===== src/rtl/ltc2656_pkg.sv =====
// Shared constants and frame layout for the LTC-2656 serial responder.
// Commands, broadcast address and the 24-bit command/address/data word.
package ltc2656_pkg;

    localparam logic [3:0] CMD_WR_IN      = 4'd0;
    localparam logic [3:0] CMD_UPD        = 4'd1;
    localparam logic [3:0] CMD_WR_UPD_ALL = 4'd2;
    localparam logic [3:0] CMD_WR_UPD     = 4'd3;
    localparam logic [3:0] CMD_PD         = 4'd4;
    localparam logic [3:0] CMD_PD_CHIP    = 4'd5;
    localparam logic [3:0] CMD_INT_REF    = 4'd6;
    localparam logic [3:0] CMD_EXT_REF    = 4'd7;

    localparam logic [3:0] ADDR_ALL    = 4'hF;
    localparam int         FRAME_BITS  = 24;
    localparam logic [4:0] BIT_CNT_MAX = 5'd31;

    typedef struct packed {
        logic [3:0]  cmd;
        logic [3:0]  addr;
        logic [15:0] data;
    } frame_t;

    // Addresses 8-14 are unassigned on the part and select no channel.
    function automatic logic [7:0] addr_to_sel(input logic [3:0] addr);
        logic [7:0] sel;
        if (addr[3] == 1'b0) begin
            sel = 8'h01 << addr[2:0];
        end else if (addr == ADDR_ALL) begin
            sel = 8'hFF;
        end else begin
            sel = 8'h00;
        end
        return sel;
    endfunction

endpackage


===== src/rtl/ltc_2656_responder_spi_frame_rx.sv =====
// Pin synchroniser stage, edge detection and 24-bit frame capture.
// Emits one-cycle frame_valid/frame_short pulses when csld rises.
module spi_frame_rx
    import ltc2656_pkg::*;
(
    input  logic        clk,
    input  logic        resetn,
    input  logic        sck_i,
    input  logic        sdi_i,
    input  logic        csld_i,
    input  logic        ldac_n_i,
    input  logic        clr_n_i,
    output logic        ldac_n_q_o,
    output logic        clr_n_q_o,
    output logic        frame_valid_o,
    output logic        frame_short_o,
    output logic [23:0] word_o
);

    localparam logic [4:0] FRAME_BITS_C = 5'(FRAME_BITS);

    logic        sck_q, sck_qq, sdi_q, csld_q, csld_qq, ldac_n_q, clr_n_q;
    logic        in_frame_q, in_frame_d;
    logic [4:0]  bit_cnt_q, bit_cnt_d;
    logic [23:0] sr_q, sr_d;
    logic        sck_rise_s, csld_fall_s, csld_rise_s;

    assign sck_rise_s  = sck_q & ~sck_qq;
    assign csld_fall_s = ~csld_q & csld_qq;
    assign csld_rise_s = csld_q & ~csld_qq;

    // Shift happens before the end-of-frame length test in the same cycle.
    always_comb begin
        in_frame_d    = in_frame_q;
        frame_valid_o = 1'b0;
        frame_short_o = 1'b0;
        if (in_frame_q && sck_rise_s) begin
            sr_d      = {sr_q[22:0], sdi_q};
            bit_cnt_d = (bit_cnt_q == BIT_CNT_MAX) ? bit_cnt_q : bit_cnt_q + 5'd1;
        end else begin
            sr_d      = sr_q;
            bit_cnt_d = bit_cnt_q;
        end
        if (csld_fall_s) begin
            in_frame_d = 1'b1;
            bit_cnt_d  = 5'd0;
        end else if (csld_rise_s && in_frame_q) begin
            in_frame_d    = 1'b0;
            frame_valid_o = (bit_cnt_d >= FRAME_BITS_C);
            frame_short_o = (bit_cnt_d <  FRAME_BITS_C);
        end else begin
            in_frame_d = in_frame_q;
        end
    end

    // csld/sck history resets low so a csld held low through reset needs a fresh fall.
    always_ff @(posedge clk) begin
        if (!resetn) begin
            sck_q      <= 1'b0;
            sck_qq     <= 1'b0;
            sdi_q      <= 1'b0;
            csld_q     <= 1'b0;
            csld_qq    <= 1'b0;
            ldac_n_q   <= 1'b1;
            clr_n_q    <= 1'b1;
            in_frame_q <= 1'b0;
            bit_cnt_q  <= 5'd0;
            sr_q       <= 24'h000000;
        end else begin
            sck_q      <= sck_i;
            sck_qq     <= sck_q;
            sdi_q      <= sdi_i;
            csld_q     <= csld_i;
            csld_qq    <= csld_q;
            ldac_n_q   <= ldac_n_i;
            clr_n_q    <= clr_n_i;
            in_frame_q <= in_frame_d;
            bit_cnt_q  <= bit_cnt_d;
            sr_q       <= sr_d;
        end
    end

    assign ldac_n_q_o = ldac_n_q;
    assign clr_n_q_o  = clr_n_q;
    assign word_o     = sr_d;

endmodule


===== src/rtl/ltc_2656_responder.sv =====
// LTC-2656 octal DAC stand-in: register file, command decode, LDAC/CLR and readback.
// Event priority per cycle: CLR over LDAC over frame execute.
module ltc_2656_responder
    import ltc2656_pkg::*;
#(
    parameter int          NUM_CH     = 8,
    parameter logic [15:0] RESET_CODE = 16'h0000
) (
    input  logic        clk,
    input  logic        resetn,
    input  logic        sck,
    input  logic        sdi,
    input  logic        csld,
    input  logic        ldac_n,
    input  logic        clr_n,
    input  logic [2:0]  rd_channel,
    output logic [15:0] rd_value,
    output logic [7:0]  pd_mask,
    output logic        ext_ref,
    output logic [7:0]  upd_pulse,
    output logic [15:0] frame_cnt,
    output logic        frame_err
);

    logic        ldac_n_q_s, clr_n_q_s, frame_valid_s, frame_short_s;
    logic [23:0] word_s;
    frame_t      frm_s;
    logic [7:0]  sel_s, wr_mask_s, upd_mask_s, pd_cmd_s;
    logic        ref_cmd_s;

    logic [15:0] inp_q [NUM_CH];
    logic [15:0] inp_d [NUM_CH];
    logic [15:0] dac_q [NUM_CH];
    logic [15:0] dac_d [NUM_CH];
    logic [15:0] inp_c_s [NUM_CH];
    logic [15:0] dac_c_s [NUM_CH];
    logic [7:0]  pd_q, pd_d, upd_q, upd_d;
    logic        ext_ref_q, ext_ref_d, frame_err_q;
    logic [15:0] frame_cnt_q, frame_cnt_d, rd_value_q;

    spi_frame_rx u_rx (
        .clk           (clk),
        .resetn        (resetn),
        .sck_i         (sck),
        .sdi_i         (sdi),
        .csld_i        (csld),
        .ldac_n_i      (ldac_n),
        .clr_n_i       (clr_n),
        .ldac_n_q_o    (ldac_n_q_s),
        .clr_n_q_o     (clr_n_q_s),
        .frame_valid_o (frame_valid_s),
        .frame_short_o (frame_short_s),
        .word_o        (word_s)
    );

    // Command decode into write/update masks and pd/ref next values.
    always_comb begin
        frm_s      = frame_t'(word_s);
        sel_s      = addr_to_sel(frm_s.addr);
        upd_mask_s = 8'h00;
        pd_cmd_s   = pd_q;
        ref_cmd_s  = ext_ref_q;
        case (frm_s.cmd)
            CMD_UPD, CMD_WR_UPD: begin
                upd_mask_s = sel_s;
                pd_cmd_s   = pd_q & ~sel_s;
            end
            CMD_WR_UPD_ALL: begin
                upd_mask_s = 8'hFF;
                pd_cmd_s   = 8'h00;
            end
            CMD_PD:      pd_cmd_s  = pd_q | sel_s;
            CMD_PD_CHIP: pd_cmd_s  = 8'hFF;
            CMD_INT_REF: ref_cmd_s = 1'b0;
            CMD_EXT_REF: ref_cmd_s = 1'b1;
            default:     pd_cmd_s  = pd_q;
        endcase
        if (frm_s.cmd == CMD_WR_IN || frm_s.cmd == CMD_WR_UPD_ALL || frm_s.cmd == CMD_WR_UPD) begin
            wr_mask_s = sel_s;
        end else begin
            wr_mask_s = 8'h00;
        end
        if (!frame_valid_s) begin
            wr_mask_s  = 8'h00;
            upd_mask_s = 8'h00;
        end else begin
            wr_mask_s  = wr_mask_s;
            upd_mask_s = upd_mask_s;
        end
    end

    // Layered next state: frame write, then LDAC copy of post-write inputs, then CLR.
    always_comb begin
        for (int n = 0; n < NUM_CH; n++) begin
            inp_c_s[n] = wr_mask_s[n]  ? frm_s.data : inp_q[n];
            dac_c_s[n] = upd_mask_s[n] ? inp_c_s[n] : dac_q[n];
            inp_d[n]   = !clr_n_q_s ? RESET_CODE : inp_c_s[n];
            dac_d[n]   = !clr_n_q_s ? RESET_CODE : (!ldac_n_q_s ? inp_c_s[n] : dac_c_s[n]);
        end
        upd_d       = !clr_n_q_s ? 8'h00 : (!ldac_n_q_s ? 8'hFF : upd_mask_s);
        pd_d        = frame_valid_s ? pd_cmd_s : pd_q;
        ext_ref_d   = frame_valid_s ? ref_cmd_s : ext_ref_q;
        frame_cnt_d = frame_valid_s ? frame_cnt_q + 16'd1 : frame_cnt_q;
    end

    // State and registered outputs.
    always_ff @(posedge clk) begin
        if (!resetn) begin
            for (int n = 0; n < NUM_CH; n++) begin
                inp_q[n] <= RESET_CODE;
                dac_q[n] <= RESET_CODE;
            end
            pd_q        <= 8'h00;
            upd_q       <= 8'h00;
            ext_ref_q   <= 1'b0;
            frame_err_q <= 1'b0;
            frame_cnt_q <= 16'd0;
            rd_value_q  <= RESET_CODE;
        end else begin
            for (int n = 0; n < NUM_CH; n++) begin
                inp_q[n] <= inp_d[n];
                dac_q[n] <= dac_d[n];
            end
            pd_q        <= pd_d;
            upd_q       <= upd_d;
            ext_ref_q   <= ext_ref_d;
            frame_err_q <= frame_short_s;
            frame_cnt_q <= frame_cnt_d;
            rd_value_q  <= dac_q[rd_channel];
        end
    end

    assign rd_value  = rd_value_q;
    assign pd_mask   = pd_q;
    assign ext_ref   = ext_ref_q;
    assign upd_pulse = upd_q;
    assign frame_cnt = frame_cnt_q;
    assign frame_err = frame_err_q;

endmodule


===== config.mk =====
export PLATFORM = sky130hd
export DESIGN_NAME = ltc_2656_responder
export DESIGN_NICKNAME = d
export VERILOG_FILES = /design/src/rtl/ltc2656_pkg.sv /design/src/rtl/ltc_2656_responder_spi_frame_rx.sv /design/src/rtl/ltc_2656_responder.sv
export SDC_FILE = /design/constraint.sdc
export NUM_CORES = 1
export LEC_CHECK = 0
export BUFFER_PORTS_ARGS = -buffer_cell sky130_fd_sc_hd__buf_2
export CAP_MARGIN = 20
export CORE_MARGIN = 1
export CORE_UTILIZATION = 64
export CTS_BUF_LIST = sky130_fd_sc_hd__clkbuf_2 sky130_fd_sc_hd__clkbuf_4 sky130_fd_sc_hd__clkbuf_8
export DETAILED_ROUTE_END_ITERATION = 8
export PLACE_DENSITY = 0.82
export SYNTH_ARGS = -nofsm -noshare
export SYNTH_HDL_FRONTEND = slang
export SYNTH_SLANG_ARGS = --single-unit

===== constraint.sdc =====
create_clock -name clk -period 3.65 [get_ports clk]
set_clock_uncertainty 0.2 [all_clocks]
set_input_delay 0.365 -clock clk [delete_from_list [all_inputs] [get_ports clk]]
set_output_delay 0.365 -clock clk [all_outputs]
set_load 0.03 [all_outputs]

==> flow_summary.json, run 1 <==
{
  "path_class": "register to register",
  "drt_first_pass_iters": 5,
  "wl_per_cell_um": 22.0,
  "die_y_um": 150,
  "synth_area_leaders": "dfxtp_1, edfxtp_1, mux2i_1",
  "setup_viol": 0,
  "synthSimpleGateAreaFrac_pct": 13.5,
  "synth_top_family_by_area": "simple AND/OR/NAND/NOR gates",
  "diodes": 0,
  "syn_to_final_growth_pct": 13.4,
  "maxCapViolations": 0,
  "die_area_um2": 22400,
  "synth.avg_cell_area_um2": 11.7,
  "yosysWarnings": 0,
  "crit_chain": "and3b_2 > nand2_1 > o21ba_4 > nor3_4 > buf_4 > nor2_1 > a2111oi_0",
  "remaining_drc_errors": 0,
  "syn_area_um2": 14000,
  "critPathRequiredTime_ns": 3.79,
  "slew_headroom_pct": 36.5,
  "drtIter0Drc": 1011,
  "dieWidth_um": 150,
  "ant_nets": 0,
  "crit_slowest_cell": "and3b_2",
  "grt_max_degree": 125,
  "crit_fanout": 30,
  "grt_overflow": 0,
  "syn_nets": 1201,
  "cts_buffer_depth": 3,
  "drive_above_1_share_pct": 20.4,
  "synth_top_area_share_pct": 30.8,
  "cp_num_cells": 7,
  "first_global_vias": 9765,
  "cts_tree": "built",
  "synth_xor_area_share_pct": 1.07,
  "p_int_w": 0.00622,
  "place_inst": 1477,
  "status": "complete, no violations",
  "synth_area_leader_cell": "dfxtp_1",
  "worstReg2RegEnd": "dac_q[0][5]$_SDFFCE_PN0P_",
  "cts.sinks": 343,
  "core.rowCount": 53,
  "start_kind": "register",
  "muxShareOfSynthArea_pct": 11.3,
  "rrSetupSlack_ns": 0.46,
  "layout_min_cycle_time_ns": 3.19,
  "r2r-start": "u_rx.sck_q$_SDFF_PN0_",
  "synth-compound-area-share_pct": 11.7,
  "critical_path.endpoint_type": "register",
  "postPlaceCellArea_um2": 14600,
  "core-area_um2": 21200,
  "p_seq_share_pct": 51.5,
  "synth_seq_cells": 343,
  "yosysMostFrequentCell": "dfxtp_1",
  "synthAdderAreaFrac_pct": 0.179,
  "finalCritPeriodShare_pct": 87.3,
  "clock_latency_ns": 0.59,
  "ioPinCount": 60,
  "critPathTopFamily": "simple AND/OR/NAND/NOR gates",
  "leakage_nw": 6.13,
  "root_buffer": "clkbuf_8",
  "power.switching_w": 0.00180,
  "fmax_mhz": 314,
  "final_cell_area_um2": 15800,
  "grt_pass1_wl_mm": 53.7,
  "cellPowerDensity_nw_per_um2": 506,
  "nNetsFinal": 1273,
  "start_util_pct": 65.8,
  "grtUsageTotal_pct": 32.0,
  "synthFlopType": "dfxtp_1",
  "worst_slew_pin_slew_ns": 0.952,
  "p_clk_share_pct": 43.5,
  "max_stage_delay_ns": 0.65,
  "routed_wl_mm": 34.7,
  "vias": 9962,
  "place_congestion": 0.862,
  "htree_levels": 2,
  "worst_r2r_path_depth": 7,
  "cts_made_buffers": 52,
  "synth_common_cells": "dfxtp_1, nor2_1, edfxtp_1",
  "dp_hpwl_mm": 20.7,
  "synth_seq_area_share_pct": 58.3,
  "hold_viol_final": 0,
  "tns_ns": 0,
  "cp.buffers_inverters": 1,
  "antenna_found_initial": 1,
  "drv_slew": 0,
  "startpoint": "u_rx.sck_q$_SDFF_PN0_",
  "instances_no_fill": 1580,
  "clkTransAtPathRegs_ns": 0.06,
  "min_delay_path_depth": 3,
  "comb_power_share_pct": 5.1,
  "io_buffers": 59,
  "finish.utilization_pct": 74.6,
  "rsz0062_at_grt": "no",
  "synth-edff-count": 128,
  "worstHoldStart": "resetn",
  "hp-class": "primary input to register",
  "synthCells": 1189,
  "synthArstFlopShare_pct": 0,
  "p_sw_share_pct": 22.4,
  "synth_cell_types": 66,
  "arrival_ns": 3.32,
  "routed_via_density": 6.31,
  "irDropWorstVdd_mv": 0.326,
  "worstHoldEndpoint": "upd_pulse[6]$_SDFF_PN0_"
}
per-layer routing:
| layer | global-route usage (%) | vias to the layer above | share of wire (%) |
|---|---|---|---|
| met3 | 5.67 | 97 | 9.1 |
| met4 | 13.2 | 0 | 3.1 |
| met5 | 0 | - | 0 |
| met1 | 42.2 | 4827 | 40 |
| met2 | 52.2 | 530 | 48 |
| li1 | - | 4508 | - |
layout make-up:
type | instances | area [um2]
Clock inverter | 6 | 33.8
Multi-Input combinational cell | 728 | 5300
Tap cell | 275 | 344
Inverter | 23 | 86.3
Fill cell | 1351 | 5390
Timing Repair Buffer | 113 | 751
Clock buffer | 92 | 1170
Sequential cell | 343 | 8150
worst max-delay path by stage:
stage	endpoint	slack [ns]
floorplan	dac_q[1][0]$_SDFFCE_PN0P_	0.95
finish	dac_q[0][5]$_SDFFCE_PN0P_	0.46
global placement	dac_q[4][8]$_SDFFCE_PN0P_	0.64
global route	dac_q[0][3]$_SDFFCE_PN0P_	0.23
CTS	dac_q[0][7]$_SDFFCE_PN0P_	0.45
detailed placement	dac_q[0][7]$_SDFFCE_PN0P_	0.51
power groups by stage:
stage | registers, W | clock network, W | logic [W]
4_1_cts | 0.00413 | 0.00350 | 0.000404
3_5_place_dp | 0.00421 | 0 | 0.000399
6_report | 0.00412 | 0.00348 | 0.000408
5_1_grt | 0.00413 | 0.00368 | 0.000424
2_1_floorplan | 0.00422 | 0 | 0.000229
3_3_place_gp | 0.00420 | 0 | 0.000393
worst min-delay path: stages:
cell,delay (ns)
buf_2,0.13
nand2_4,0.24
a21oi_1,0.07
cells by family after synthesis:
group,after synthesis
and+or+nand+nor,377
xor gates and xnor gates,17
AOI/OAI and AO/OA,215
buffers and inverters,118
adders and majority gates,2
DFF,343
muxes,117
metrics by stage:
| step | total power, W | worst slack (ns) | hold WS, ns |
|---|---|---|---|
| finish | 0.00802 | 0.462 | 0.0804 |
| global route | 0.00824 | 0.234 | 0.103 |
| CTS | 0.00803 | 0.455 | 0.0566 |
| detailed placement | 0.00461 | 0.511 | 0.256 |
| global placement | 0.00459 | 0.641 | 0.246 |
| floorplan | 0.00445 | 0.954 | 0.239 |
cell usage in the layout, fill, tap and decap left out, types with 13 or more instances in the layout:
| master | instances |
|---|---|
| a2111oi_0 | 13 |
| a211oi_1 | 96 |
| a21oi_1 | 42 |
| and2_1 | 25 |
| buf_2 | 59 |
| buf_4 | 46 |
| clkbuf_4 | 16 |
| clkbuf_8 | 76 |
| dfxtp_1 | 215 |
| edfxtp_1 | 128 |
| inv_1 | 23 |
| mux2i_1 | 84 |
| mux4_2 | 32 |
| nand2_1 | 62 |
| nand3_1 | 45 |
| nor2_1 | 139 |
| nor2b_1 | 38 |
| xnor2_1 | 13 |
timing repair:
| action | in CTS | in global routing |
|---|---|---|
| resized for setup | 0 | 0 |
| hold buffers | 5 | 0 |
| buffers inserted | 0 | 0 |
| endpoints found under the hold margin | 5 | 0 |
state kept, by name, summed over array words and instances, names as in the netlist, 5 cells and up:
signal / count
dac_q: 128
u_rx.bit_cnt_q: 5
upd_pulse: 8
inp_q: 128
pd_mask: 8
rd_value: 16
frame_cnt: 16
u_rx.sr_q: 24
Note: power is estimated with default switching activity, not from simulation.
==> inputs of run 2 (changes only) <==
- CORE_UTILIZATION: 64 -> 65
- PLACE_DENSITY: 0.82 -> 0.83
- clock period: 3.65 -> 3.7 ns (I/O delays scaled with it)
==> run 2 against run 1 <==
Net effect: die area shrank 1.5%; critical path depth is the same; combinational power shrank 2%; sequential share of layout area grew 0.23 points; register-to-register slack gained 0.04 ns; critical path type unchanged; highest routed layer unchanged.
==> flow_summary.json, run 2 (synthesis gave the netlist of run 1 again) <==
{
  "status": "complete, no violations",
  "drt_first_pass_iters": 5,
  "comb_power_share_pct": 5.1,
  "die_area_um2": 22100,
  "cts_resized": 0,
  "diodes": 0,
  "grt_overflow": 0,
  "cts_tree": "built",
  "critical_path.endpoint_type": "register",
  "start_util_pct": 66.4,
  "dp_hpwl_mm": 21.0,
  "die_y_um": 149,
  "nNetsFinal": 1273,
  "syn_to_final_growth_pct": 12.9,
  "p_sw_share_pct": 22.9,
  "cts_buffer_depth": 3,
  "postPlaceCellArea_um2": 14600,
  "dieWidth_um": 149,
  "first_global_vias": 9614,
  "clock_latency_ns": 0.58,
  "p_int_w": 0.00600,
  "core.rowCount": 53,
  "drive_above_1_share_pct": 20.1,
  "mostFrequentLayoutCells": "dfxtp_1, nor2_1, edfxtp_1",
  "finalCritPeriodShare_pct": 86.4,
  "grt_pass1_wl_mm": 51.6,
  "maxCapViolations": 0,
  "crit_fanout": 33,
  "arrival_ns": 3.32,
  "antenna_found_initial": 0,
  "setup_viol": 0,
  "crit_slowest_cell": "a2111oi_0",
  "drv_slew": 0,
  "p_clk_share_pct": 42.6,
  "critPathRequiredTime_ns": 3.82,
  "root_buffer": "clkbuf_8",
  "vias": 9925,
  "path_class": "register to register",
  "grt_max_degree": 77,
  "cts_made_buffers": 53,
  "place_congestion": 0.940,
  "wl_per_cell_um": 21.2,
  "clkTransAtPathRegs_ns": 0.07,
  "rsz0062_at_grt": "no",
  "post_cts_buffers": 0,
  "crit_chain": "nand3b_2 > a21boi_1 > mux2_4 > nor3_4 > buf_4 > nor2_1 > a2111oi_0",
  "layout_min_cycle_time_ns": 3.20,
  "ant_nets": 0,
  "drtIter0Drc": 825,
  "fillCellCount": 1301,
  "power.switching_w": 0.00178,
  "slew_headroom_pct": 38.2,
  "top_regs": "dac_q: 128 flops, inp_q: 128 flops, u_rx.sr_q: 24 flops",
  "routed_via_density": 6.28,
  "leakage_nw": 6.09,
  "max_stage_delay_ns": 0.51,
  "tns_ns": 0,
  "io_buffers": 59,
  "routed_wl_mm": 33.5,
  "hp-class": "primary input to register",
  "start_kind": "register",
  "ioPinCount": 60,
  "grtUsageTotal_pct": 30.6,
  "hold_viol_final": 0,
  "worst_slew_pin_slew_ns": 0.927,
  "p_seq_share_pct": 52.3,
  "cellPowerDensity_nw_per_um2": 494,
  "final_cell_area_um2": 15800,
  "remaining_drc_errors": 0,
  "final_common_cell": "dfxtp_1",
  "cts.sinks": 343,
  "core-area_um2": 21000,
  "fmax_mhz": 313,
  "htree_levels": 2,
  "irDropWorstVdd_mv": 0.328
}
==> run 2: metrics by stage <==
stage / utilization [%] / power [W] / hold slack (ns) / std cells / setup slack [ns]
floorplan: - / 0.00439 / 0.239 / 1189 / 1.00
global placement: 69.3 / 0.00452 / 0.246 / 1476 / 0.787
detailed placement: 69.3 / 0.00453 / 0.255 / 1476 / 0.668
CTS: 75.0 / 0.00780 / 0.122 / 1581 / 0.550
global route: 75.0 / 0.00801 / 0.151 / 1581 / 0.304
finish: 75.0 / 0.00778 / 0.154 / 1581 / 0.503
==> run 2: repair_timing <==
action / in CTS / in global routing
hold buffers: 5 / 0
hold endpoints to repair: 5 / 0
endpoints found under the setup margin: 0 / 0
==> run 2: power by group through the flow <==
stage	Clock (W)	Sequential (W)	Combinational, W
after floorplan	0	0.00417	0.000226
after global placement	0	0.00414	0.000381
after detailed placement	0	0.00415	0.000386
after CTS	0.00334	0.00407	0.000392
after global routing	0.00352	0.00408	0.000414
final	0.00331	0.00407	0.000399
==> run 2: per-layer routing <==
layer | vias up | track usage, % | wire, um | share of wire (%)
li1 | 4525 | - | - | -
met1 | 4824 | 41.2 | 13800 | 41
met2 | 489 | 48.1 | 15700 | 47
met3 | 87 | 6.35 | 2950 | 8.8
met4 | 0 | 13.0 | 1060 | 3.2
met5 | - | 0 | 0 | 0
==> run 2: area by class of cell <==
type / instances / area (um2) / area share [%]
Clock buffer: 79 / 1010 / 6.42
Clock inverter: 21 / 134 / 0.849
Inverter: 23 / 86.3 / 0.548
Multi-Input combinational cell: 728 / 5310 / 33.7
Sequential cell: 343 / 8150 / 51.7
Tap cell: 275 / 344 / 2.18
Timing Repair Buffer: 112 / 731 / 4.64
==> run 2: final timing paths <==
check / start / endpoint / slack, ns / cells after the start
setup / recovery: u_rx.sck_qq$_SDFF_PN0_ / dac_q[0][4]$_SDFFCE_PN0P_ / 0.50 / 7
hold / removal: resetn / inp_q[1][15]$_SDFF_PN0_ / 0.15 / 3
setup reg to reg: u_rx.sck_qq$_SDFF_PN0_ / dac_q[0][4]$_SDFFCE_PN0P_ / 0.50 / 7
hold reg to reg: inp_q[0][47]$_SDFF_PN0_ / inp_q[0][47]$_SDFF_PN0_ / 0.27 / 2
==> run 2: worst max-delay path: cells and delay by family (launching register included) <==
kind | cells | cell delay, ns
compound gates | 2 | 0.85
buf+inv | 1 | 0.39
flops | 1 | 0.31
mux | 1 | 0.36
simple gates | 3 | 0.81
